### src/rtl/regfile_write_scheduler.sv
// rtl/regfile_write_scheduler.sv - write-port scheduler for the 32-entry integer register file
//
// Purpose: owns the single register-file write port. After reset it sweeps
// zeros into x1..x(NrOfRegs-1), then each Tick grants the port to CPU
// writeback or to the debug/loader port, with a stall-based override that
// bounds how long a pending debug write can be starved. x0 is never written.
//
// Ports:
//   Clock      in   system clock, rising edge
//   Reset      in   asynchronous active-low reset
//   Tick       in   global clock enable; state advances only when high
//   cpu_we     in   CPU writeback request
//   cpu_addr   in   CPU destination register
//   cpu_data   in   CPU writeback data
//   dbg_req    in   debug write request (level, held until dbg_ack)
//   dbg_addr   in   debug destination register
//   dbg_data   in   debug write data
//   dbg_ack    out  one-Tick pulse: debug write committed
//   rf_we      out  one-hot per-register clock enable (bit 0 always 0)
//   rf_d       out  shared D bus to all registers
//   cpu_stall  out  CPU must hold its PC/instruction this Tick
//   busy       out  clear sweep in progress
module regfile_write_scheduler #(
  parameter int NrOfBits    = 32,
  parameter int NrOfRegs    = 32,
  parameter int AddrBits    = 5,
  parameter int StarveLimit = 4
) (
  input  logic                Clock,
  input  logic                Reset,
  input  logic                Tick,
  input  logic                cpu_we,
  input  logic [AddrBits-1:0] cpu_addr,
  input  logic [NrOfBits-1:0] cpu_data,
  input  logic                dbg_req,
  input  logic [AddrBits-1:0] dbg_addr,
  input  logic [NrOfBits-1:0] dbg_data,
  output logic                dbg_ack,
  output logic [NrOfRegs-1:0] rf_we,
  output logic [NrOfBits-1:0] rf_d,
  output logic                cpu_stall,
  output logic                busy
);

  typedef enum logic {
    CLEAR,
    RUN
  } state_t;

  localparam logic [3:0]          LIMIT    = 4'(StarveLimit);
  localparam logic [AddrBits-1:0] LAST_REG = AddrBits'(NrOfRegs - 1);

  state_t              state, state_next;
  logic [AddrBits-1:0] clr_ptr, clr_ptr_next;
  logic [3:0]          starve_cnt, starve_next;
  logic                ack_next;
  logic                cpu_grant, dbg_grant;
  logic [NrOfRegs-1:0] we_sel;

  // Decoded enable with x0 masked out: a grant to x0 is a silent no-op write.
  function automatic logic [NrOfRegs-1:0] onehot_nz(input logic [AddrBits-1:0] a);
    logic [NrOfRegs-1:0] v;
    v    = '0;
    v[a] = 1'b1;
    v[0] = 1'b0;
    return v;
  endfunction

  always_comb begin
    state_next   = state;
    clr_ptr_next = clr_ptr;
    starve_next  = starve_cnt;
    ack_next     = dbg_ack;
    cpu_grant    = 1'b0;
    dbg_grant    = 1'b0;
    we_sel       = '0;
    rf_d         = '0;
    cpu_stall    = 1'b1;
    busy         = 1'b1;

    if (state == CLEAR) begin
      we_sel       = onehot_nz(clr_ptr);
      clr_ptr_next = clr_ptr + AddrBits'(1);
      starve_next  = 4'd0;
      ack_next     = 1'b0;
      if (clr_ptr == LAST_REG) begin
        state_next = RUN;
      end
    end else begin
      busy      = 1'b0;
      cpu_grant = cpu_we && (starve_cnt < LIMIT);
      // A high dbg_ack means this request was just serviced; blocking the
      // grant on that Tick prevents a double write before the requester
      // drops dbg_req.
      dbg_grant = dbg_req && !dbg_ack && (!cpu_we || (starve_cnt >= LIMIT));

      if (dbg_grant) begin
        we_sel = onehot_nz(dbg_addr);
        rf_d   = dbg_data;
      end else if (cpu_grant) begin
        we_sel = onehot_nz(cpu_addr);
        rf_d   = cpu_data;
      end

      // Any CPU writeback that did not get the port must be held, so it is
      // retried rather than lost (covers the debug override case).
      cpu_stall = cpu_we && !cpu_grant;
      ack_next  = dbg_grant;

      if (dbg_grant || !dbg_req) begin
        starve_next = 4'd0;
      end else if (!dbg_ack && (starve_cnt != 4'hF)) begin
        starve_next = starve_cnt + 4'd1;
      end
    end
  end

  // Enables are qualified by Tick and by reset so the register file never
  // captures while the scheduler is frozen or being reset.
  assign rf_we = (Tick && Reset) ? we_sel : '0;

  always_ff @(posedge Clock or negedge Reset) begin
    if (!Reset) begin
      state      <= CLEAR;
      clr_ptr    <= AddrBits'(1);
      starve_cnt <= 4'd0;
      dbg_ack    <= 1'b0;
    end else if (Tick) begin
      state      <= state_next;
      clr_ptr    <= clr_ptr_next;
      starve_cnt <= starve_next;
      dbg_ack    <= ack_next;
    end
  end

endmodule

### config.mk
export PLATFORM = sky130hd
export DESIGN_NAME = regfile_write_scheduler
export DESIGN_NICKNAME = d
export VERILOG_FILES = /design/src/rtl/regfile_write_scheduler.sv
export SDC_FILE = /design/constraint.sdc
export NUM_CORES = 1
export LEC_CHECK = 0
export ABC_AREA = 0
export CAP_MARGIN = 20
export CORE_UTILIZATION = 32
export DETAILED_ROUTE_END_ITERATION = 8
export MAX_ROUTING_LAYER = met4
export PLACE_DENSITY = 0.87
export SYNTH_ARGS = -nofsm -noshare
export SYNTH_HDL_FRONTEND = slang
export SYNTH_SLANG_ARGS = --single-unit
export TNS_END_PERCENT = 5
### constraint.sdc
create_clock -name Clock -period 2 [get_ports Clock]
set_clock_uncertainty 0.1 [all_clocks]
set_input_delay 0.5 -clock Clock [delete_from_list [all_inputs] [get_ports Clock]]
set_output_delay 0.5 -clock Clock [all_outputs]
set_load 0.05 [all_outputs]
# Word-level counts from Yosys, hierarchy flattened
# Index checks and enable logic that the tools add are counted.
# W data, S select, Z words.
word_totals:
  mem_bits_ro: 0
  regBits: 11
  word_cells: 56
  latch_bits: 0
  output_inout_bits: 67
  ramBits: 0
  memories: 0
classes:
  n_mul: 0
  shift: 0
  mux: 21
  n_div: 0
  order_cmp: 8
  n_reduce_logical: 17
  add_sub_neg: 2
  n_bitwise: 1
  n_eq_ne: 3
ops:
  columns: ["operator", "n"]
  rows:
  - ["$mux W32", 7]
  - ["$lt A5 B6 Y1 const B", 3]
  - ["$demux W1 S5", 3]
  - ["$ge A5 B1 Y1 const B", 3]
  - ["$mux W4", 3]
  - ["$logic_and A1 B1 Y1", 9]
  - ["$mux W1", 8]
  - ["$add A5 B1 Y5 const B", 1]
  - ["$eq A5 B5 Y1 const B", 1]
  - ["$add A4 B1 Y4 const B", 1]
  - ["$ge A4 B3 Y1 const B", 1]
  - ["$logic_not A1 Y1", 4]
  - ["$lt A4 B3 Y1 const B", 1]
  - ["$ne A4 B4 Y1 const B", 1]
  - ["$reduce_and A2 Y1", 2]
  - ["$ne A3 B1 Y1 const B", 1]
  - ["$logic_or A1 B1 Y1", 2]
  - ["$not A1 Y1", 1]

# Logic depth before layout (Yosys ltp)
# Gate-level depths: netlist of run 1.
depth:
  depth_word: 8
  ltp_mapped: 7

# Worst setup path after synthesis of run 1
# No wires, ideal clock.
synth_timing:
  path_kind: "register to output"
  startpoint: "register state"
  endpoint: "output rf_we[27]"
  t_arrival_ns: 2.624
  stages_incl_launch_ff: 6
  path_slack_ns: -1.224
  n_path_buf: 2
  t_required_ns: 1.400
  path_cell_list: "dfrtp_1 clkbuf_1 inv_1 buf_1 a21oi_1 a211oi_1"
synth_via:
  elab_chain_cells: 2
synth_rtl:
  columns: ["element", "line_no", "rtl"]
  rows:
  - ["start: declaration", "53", "state_t state, state_next;"]
  - ["start signal: assignment", "129", "state <= state_next;"]
  - ["$mux W32", "81", "if (state == CLEAR) begin"]
  - ["$mux W32", "120", "assign rf_we = (Tick && Reset) ? we_sel : '0;"]
  - ["end: declaration", "39", "output logic [NrOfRegs-1:0] rf_we,"]
# No other way between the ends.

# Worst setup path after layout of run 1
layout_timing:
  startpoint: "input dbg_req"
  endpoint: "output rf_we[30]"
layout_via:
  elab_chain_cells: 5
layout_rtl:
  columns: ["element", "line_no", "rtl"]
  rows:
  - ["start: declaration", "35", "input logic dbg_req,"]
  - ["$logic_and A1 B1 Y1 (2 in a row)", "95", "dbg_grant = dbg_req && !dbg_ack && (!cpu_we || (starve_cnt >= LIMIT));"]
  - ["$mux W32", "97", "if (dbg_grant) begin"]
  - ["$mux W32", "81", null]
  - ["$mux W32", "120", null]
# No other way between the ends.

==> results of run 1 <==
## flip-flops by register name (all words and copies together) (netlist names)
signal and cells:
state 1, clr_ptr 5, starve_cnt 4, dbg_ack 1
## power breakdown
| group | internal (mW) | leakage [nW] | switching [mW] |
|---|---|---|---|
| registers | 0.231 | 0.138 | 0.0126 |
| logic | 0.584 | 2.03 | 0.615 |
| clock network | 0.142 | 0.0228 | 0.116 |
| total | 0.957 | 2.19 | 0.744 |
## cell families after synthesis
group	count (synthesis)	synth area share, %
fa+ha+maj	6	3.68
simple gates	78	27.1
buf+inv	45	10.8
flops	11	13.5
mux	3	1.65
other cells	1	0.184
xor+xnor	3	1.29
compound gates	129	41.7
## layout by cell type (no fill, tap or decap), types with 4 or more instances in the layout
master | synthesis | routed
buf_12 | 0 | 70
buf_4 | 1 | 50
ha_1 | 6 | 5
clkdlybuf4s50_1 | 0 | 66
nand4_1 | 28 | 28
nand2_1 | 7 | 6
a211oi_4 | 0 | 31
dfrtp_1 | 10 | 7
buf_6 | 5 | 15
a21oi_1 | 62 | 46
a22o_4 | 0 | 30
a21oi_4 | 0 | 4
nand4b_1 | 4 | 4
nor4bb_4 | 0 | 4
dlygate4sd2_1 | 0 | 7
and3_4 | 1 | 5
a21oi_2 | 0 | 12
a22o_1 | 34 | 4
## per-stage QoR
| stage | power, mW | cell area [um^2] | cells |
|---|---|---|---|
| global route | 1.72 | 5670 | 531 |
| detailed placement | 1.30 | 5210 | 507 |
| CTS | 1.61 | 5570 | 523 |
| finish | 1.70 | 5670 | 531 |
| floorplan | 0.752 | 2810 | 276 |
| global placement | 1.26 | 5210 | 507 |
## path summary, 6_finish.rpt
path | startpoint | end | slack [ns] | depth (start not counted)
max | dbg_req | rf_we[30] | -0.86 | 6
min | starve_cnt[1] | starve_cnt[1] | 0.51 | 1
max reg2reg | starve_cnt[2] | starve_cnt[1] | -0.02 | 8
min reg2reg | starve_cnt[1] | starve_cnt[1] | 0.51 | 1
max in group asynchronous | Reset | clr_ptr[0] | 1.03 | 2
min in group asynchronous | Reset | clr_ptr[2] | 0.54 | 2
## layer usage
metal	wire length, um	share of wire, %	vias to the layer above
met5	0	0	-
met3	2390	13	223
met2	8330	46	442
li1	-	-	1440
met4	1860	10	0
met1	5530	31	1860
## area by class of cell
| type | instances | area share [%] |
|---|---|---|
| sequential | 11 | 4.95 |
| multi-input combinational | 223 | 43.6 |
| tap | 75 | 1.66 |
| timing repair buffer | 215 | 48.8 |
| inverter | 3 | 0.199 |
| clock buffer | 4 | 0.795 |
## critical path, cell delays in order
cell and delay [ns]:
clkdlybuf4s15_1 0.28, and3b_2 0.26, buf_12 0.15, nand4_1 0.38
a211oi_4 0.48, buf_12 0.19
## timing repair
item | in CTS | in global routing
pin swaps | 33 | 20
endpoints found under the setup margin | 68 | 65
resized for setup | 76 | 11
cloned | 5 | 0
setup buffers | 7 | 8
==> flow_summary_export.csv, run 1 <==
group,metric,value,unit
outcome,status,"finished with violations",
outcome,violations,"setup timing",
place,port_buffers,144,
final_layout,final_nets,542,
logic_synthesis,ys_top_cells_by_count,"62 x a21oi_1, 34 x a22o_1, 31 x a211oi_1",
pwr,leakagePower,2.19,nW
logic_synthesis,synth_top_cell_area_share,15.2,%
place,detailedPlace.worstSlack,-1.11,ns
global_route,grt_overflow,0,
die,die_area,6700,um^2
routing,drt_iter0_drc,836,
worst_setup_path,end_kind,"output port",
clock_network,clockBufferDepth,2,
global_route,grt-busiest-layer,"met2",
sta,max_slew_margin,66.6,%
global_route,antenna_found_initial,0,
clock_network,hold_buffers,0,
routing,dr.pass1.iters,7,
logic_synthesis,postSynthCellCount,276,
global_route,gr-usage-met3,27.3,%
clock_network,cts-buffers-inserted,3,
global_route,grt_use_met2,81.7,%
min_path,hp-class,"reg -> reg",
final_layout,syn_to_final_growth,177,%
worst_setup_path,cp-start-kind,"input port",
routing,routedWlPerCell,34.1,um
sta,setup_ws,-0.861,ns
place,dpl.hpwl,10.2,mm
logic_synthesis,synth_most_common_cell,"a21oi_1",
place,place_congestion,0.978,
logic_synthesis,synth_cell_types,37,
die,core,6030,um^2
die,dieWidth,81.9,um
die,io_pins,146,
sta,finalCritPeriodShare,143,%
sta,finalSetupTns,-42.35,ns
logic_synthesis,synth_area_leaders,"a21oi_1 15%, a22o_1 15%, dfrtp_1 12%",
global_route,first_global_vias,4105,
logic_synthesis,ys_seq_elements,11,
pwr,ir_worst_vdd,0.000304,V
routing,drc,0,
flow_run,cap_violations,0,
routing,drtAntennaViolNets,0,
worst_setup_path,cp_max_fo,12,
routing,vias,3965,
die,die_height,81.9,um
die,num_rows,28,
sta,rsz0062_at_grt,"true",
worst_setup_path,path_class,"in -> out",
final_layout,drive_gt1_share,55.9,%
global_route,grt_max_degree,32,
pwr,p_per_area,300,nW/um^2
sta,fmax,350,MHz
worst_setup_path,crit_required,1.40,ns
sta,setup_viol,65,
clock_network,clock_sinks,11,
clock_network,cts_tree,"built",
final_layout,multi_input_area,2470,um^2
logic_synthesis,synth.avg_cell_area,7.40,um^2
logic_synthesis,ys_seq_area_share,13.5,%
sta,post-route-min-period,2.86,ns
final_layout,seq_area,280,um^2
logic_synthesis,synth-main-ff-cell,"dfrtp_1",
die,start_util,33.9,%
clock_network,cts-root-buf,"clkbuf_8",
clock_network,worstSkewPairLatency,0.26,ns
sta,hold_ws,0.507,ns
sta,maxSlewViolCount,0,
final_layout,fin_util,94.0,%
logic_synthesis,synthArstFlopShare,100,%
final_layout,fillers,174,
sta,hold_viol,0,
worst_setup_path,arrival,2.26,ns
global_route,grt_pass1_wl,24.7,mm
logic_synthesis,synth_edf_count,0,
logic_synthesis,yosys.area.top_type,"a21oi_1",
clock_network,path_clk_slew,0.06,ns
logic_synthesis,syn_area,2040,um^2
global_route,grt.total_usage,53.9,%
sta,worst_pin_slew,0.501,ns
routing,avgViaCountPerCell,7.47,
routing,routed_wl,18.1,mm
global_route,met1_usage,51.6,%
final_layout,antennaDiodeCount,0,
logic_synthesis,yosys_warnings,0,
logic_synthesis,synth_nets,361,
clock_network,cts_htree_levels,1,
Note: power is estimated with default switching activity, not from simulation.
==> run 2, diff against run 1 <==
--- a/config.mk
+++ b/config.mk
@@ -9,7 +9,6 @@
 export CAP_MARGIN = 20
 export CORE_UTILIZATION = 32
 export DETAILED_ROUTE_END_ITERATION = 8
-export MAX_ROUTING_LAYER = met4
 export PLACE_DENSITY = 0.87
 export SYNTH_ARGS = -nofsm -noshare
 export SYNTH_HDL_FRONTEND = slang
==> flow_summary_export.csv, run 2 (synthesis results as in run 1) <==
group,metric,value,unit
outcome,status,"finished with violations",
outcome,violations,"setup timing",
place,place_inst,506,
global_route,first_global_vias,3774,
die,die_area,6700,um^2
clock_network,worstSkewPairLatency,0.25,ns
worst_setup_path,end_kind,"output port",
routing,avgViaCountPerCell,7.11,
die,start_util,33.9,%
clock_network,cts-buffers-inserted,3,
final_layout,post_layout_nonfiller_instances,522,
global_route,grt_max_degree,32,
worst_setup_path,arrival,2.11,ns
sta,setup_ws,-0.713,ns
flow_run,cap_violations,0,
sta,finalCritPeriodShare,136,%
sta,hold_viol,0,
routing,routed_wl,16.0,mm
final_layout,final_nets,533,
place,dpl.hpwl,10.1,mm
sta,fmax,369,MHz
clock_network,cts_tree,"built",
final_layout,largest_reg_flops,5,
sta,setup_viol,64,
sta,post-route-min-period,2.71,ns
routing,drtAntennaViolNets,0,
pwr,p_per_area,295,nW/um^2
final_layout,syn_to_final_growth,171,%
worst_setup_path,path_class,"reg -> out",
global_route,grt_pass1_wl,22.2,mm
pwr,ir_worst_vdd,0.000390,V
worst_setup_path,path_cells,"buf_4 > buf_4 > or3b_4 > buf_12 > nand4_1 > a211oi_4 > buf_12",
routing,drt_iter0_drc,545,
global_route,grt_overflow,0,
place,port_buffers,144,
final_layout,antennaDiodeCount,0,
routing,drc,0,
clock_network,path_clk_slew,0.06,ns
pwr,power,1.63,mW
worst_setup_path,cp-start-kind,"register",
final_layout,regMostFlops,"clr_ptr",
die,num_rows,28,
place,detailedPlace.worstSlack,-1.11,ns
final_layout,layout_commonest_cell,"buf_12",
min_path,hp-class,"reg -> reg",
worst_setup_path,crit_required,1.40,ns
clock_network,hold_buffers,0,
clock_network,clock_sinks,11,
clock_network,clockBufferDepth,2,
worst_setup_path,cp_slowest_cell,"a211oi_4",
clock_network,cts-root-buf,"clkbuf_8",
worst_setup_path,cp_max_fo,31,
die,core,6030,um^2
routing,dr.pass1.iters,6,
worst_setup_path,crit_family,"buffers and inverters",
final_layout,reg.largest.list,"clr_ptr x5, starve_cnt x4",
clock_network,cts_htree_levels,1,
worst_setup_path,path_buf_inv,4,
die,io_pins,146,
sta,worst_pin_slew,0.643,ns
sta,maxSlewViolCount,0,
sta,max_slew_margin,57.1,%
final_layout,mostFrequentLayoutCells,"71 x buf_12, 66 x clkdlybuf4s50_1, 50 x a21oi_1",
global_route,grt.total_usage,46.7,%
worst_setup_path,max_stage_delay,0.43,ns
sta,hold_ws,0.474,ns
routing,routedWlPerCell,30.6,um
final_layout,drive_gt1_share,53.7,%
routing,vias,3711,
die,dieWidth,81.9,um
sta,rsz0062_at_grt,"true",
global_route,antenna_found_initial,0,
die,die_height,81.9,um
pwr,leakagePower,2.13,nW
place,place_congestion,0.972,
run 2: path summary, 6_finish.rpt:
path,startpoint,to,slack (ns),cells after the start
max reg2reg,starve_cnt[2],starve_cnt[0],0.05,7
min,starve_cnt[0],starve_cnt[0],0.47,1
min reg2reg,starve_cnt[0],starve_cnt[0],0.47,1
min in group asynchronous,Reset,clr_ptr[3],0.54,2
max in group asynchronous,Reset,clr_ptr[0],1.03,2
max,starve_cnt[2],rf_we[27],-0.71,7
run 2: final cells by class:
cell class | count | area (um^2)
Clock buffer | 4 | 45.0
Tap cell | 75 | 93.8
Fill cell | 200 | 485
Timing Repair Buffer | 205 | 2660
Sequential cell | 11 | 280
Inverter | 3 | 11.3
Multi-Input combinational cell | 224 | 2450
run 2: worst register-to-register path, cell delays in order, from the launching register on:
cell,delay (ns)
dfrtp_1,0.41
buf_12,0.16
buf_4,0.14
nor4bb_4,0.31
buf_6,0.21
buf_12,0.16
and3_1,0.24
mux2_2,0.18
run 2: what timing repair did:
item | in CTS | in global routing
pin swaps | 23 | 21
cloned | 4 | 1
setup endpoints to repair | 68 | 65
buffers inserted | 6 | 1
gates resized for setup | 69 | 12
run 2: layer usage:
metal,track usage [%],vias up,share of wire [%]
met5,0,-,0
met4,30.0,0,9.0
met3,12.3,138,11
met2,77.4,391,47
met1,52.5,1760,32
li1,-,1422,-
run 2: report_power, final:
group          leakage [nW]  switching, mW  internal (mW)
sequential            0.138         0.0113          0.231
combinational          1.97          0.591          0.565
clock                0.0228         0.0923          0.141
run 2: through the flow:
| step | utilization (%) | TNS (ns) | instance area [um^2] |
|---|---|---|---|
| after floorplan | - | -17.94 | 2810 |
| after global placement | 86.6 | -51.25 | 5220 |
| after global routing | 91.9 | -38.51 | 5540 |
| final | 91.9 | -36.92 | 5540 |
| after CTS | 91.1 | -29.84 | 5490 |
| after detailed placement | 86.6 | -54.26 | 5220 |
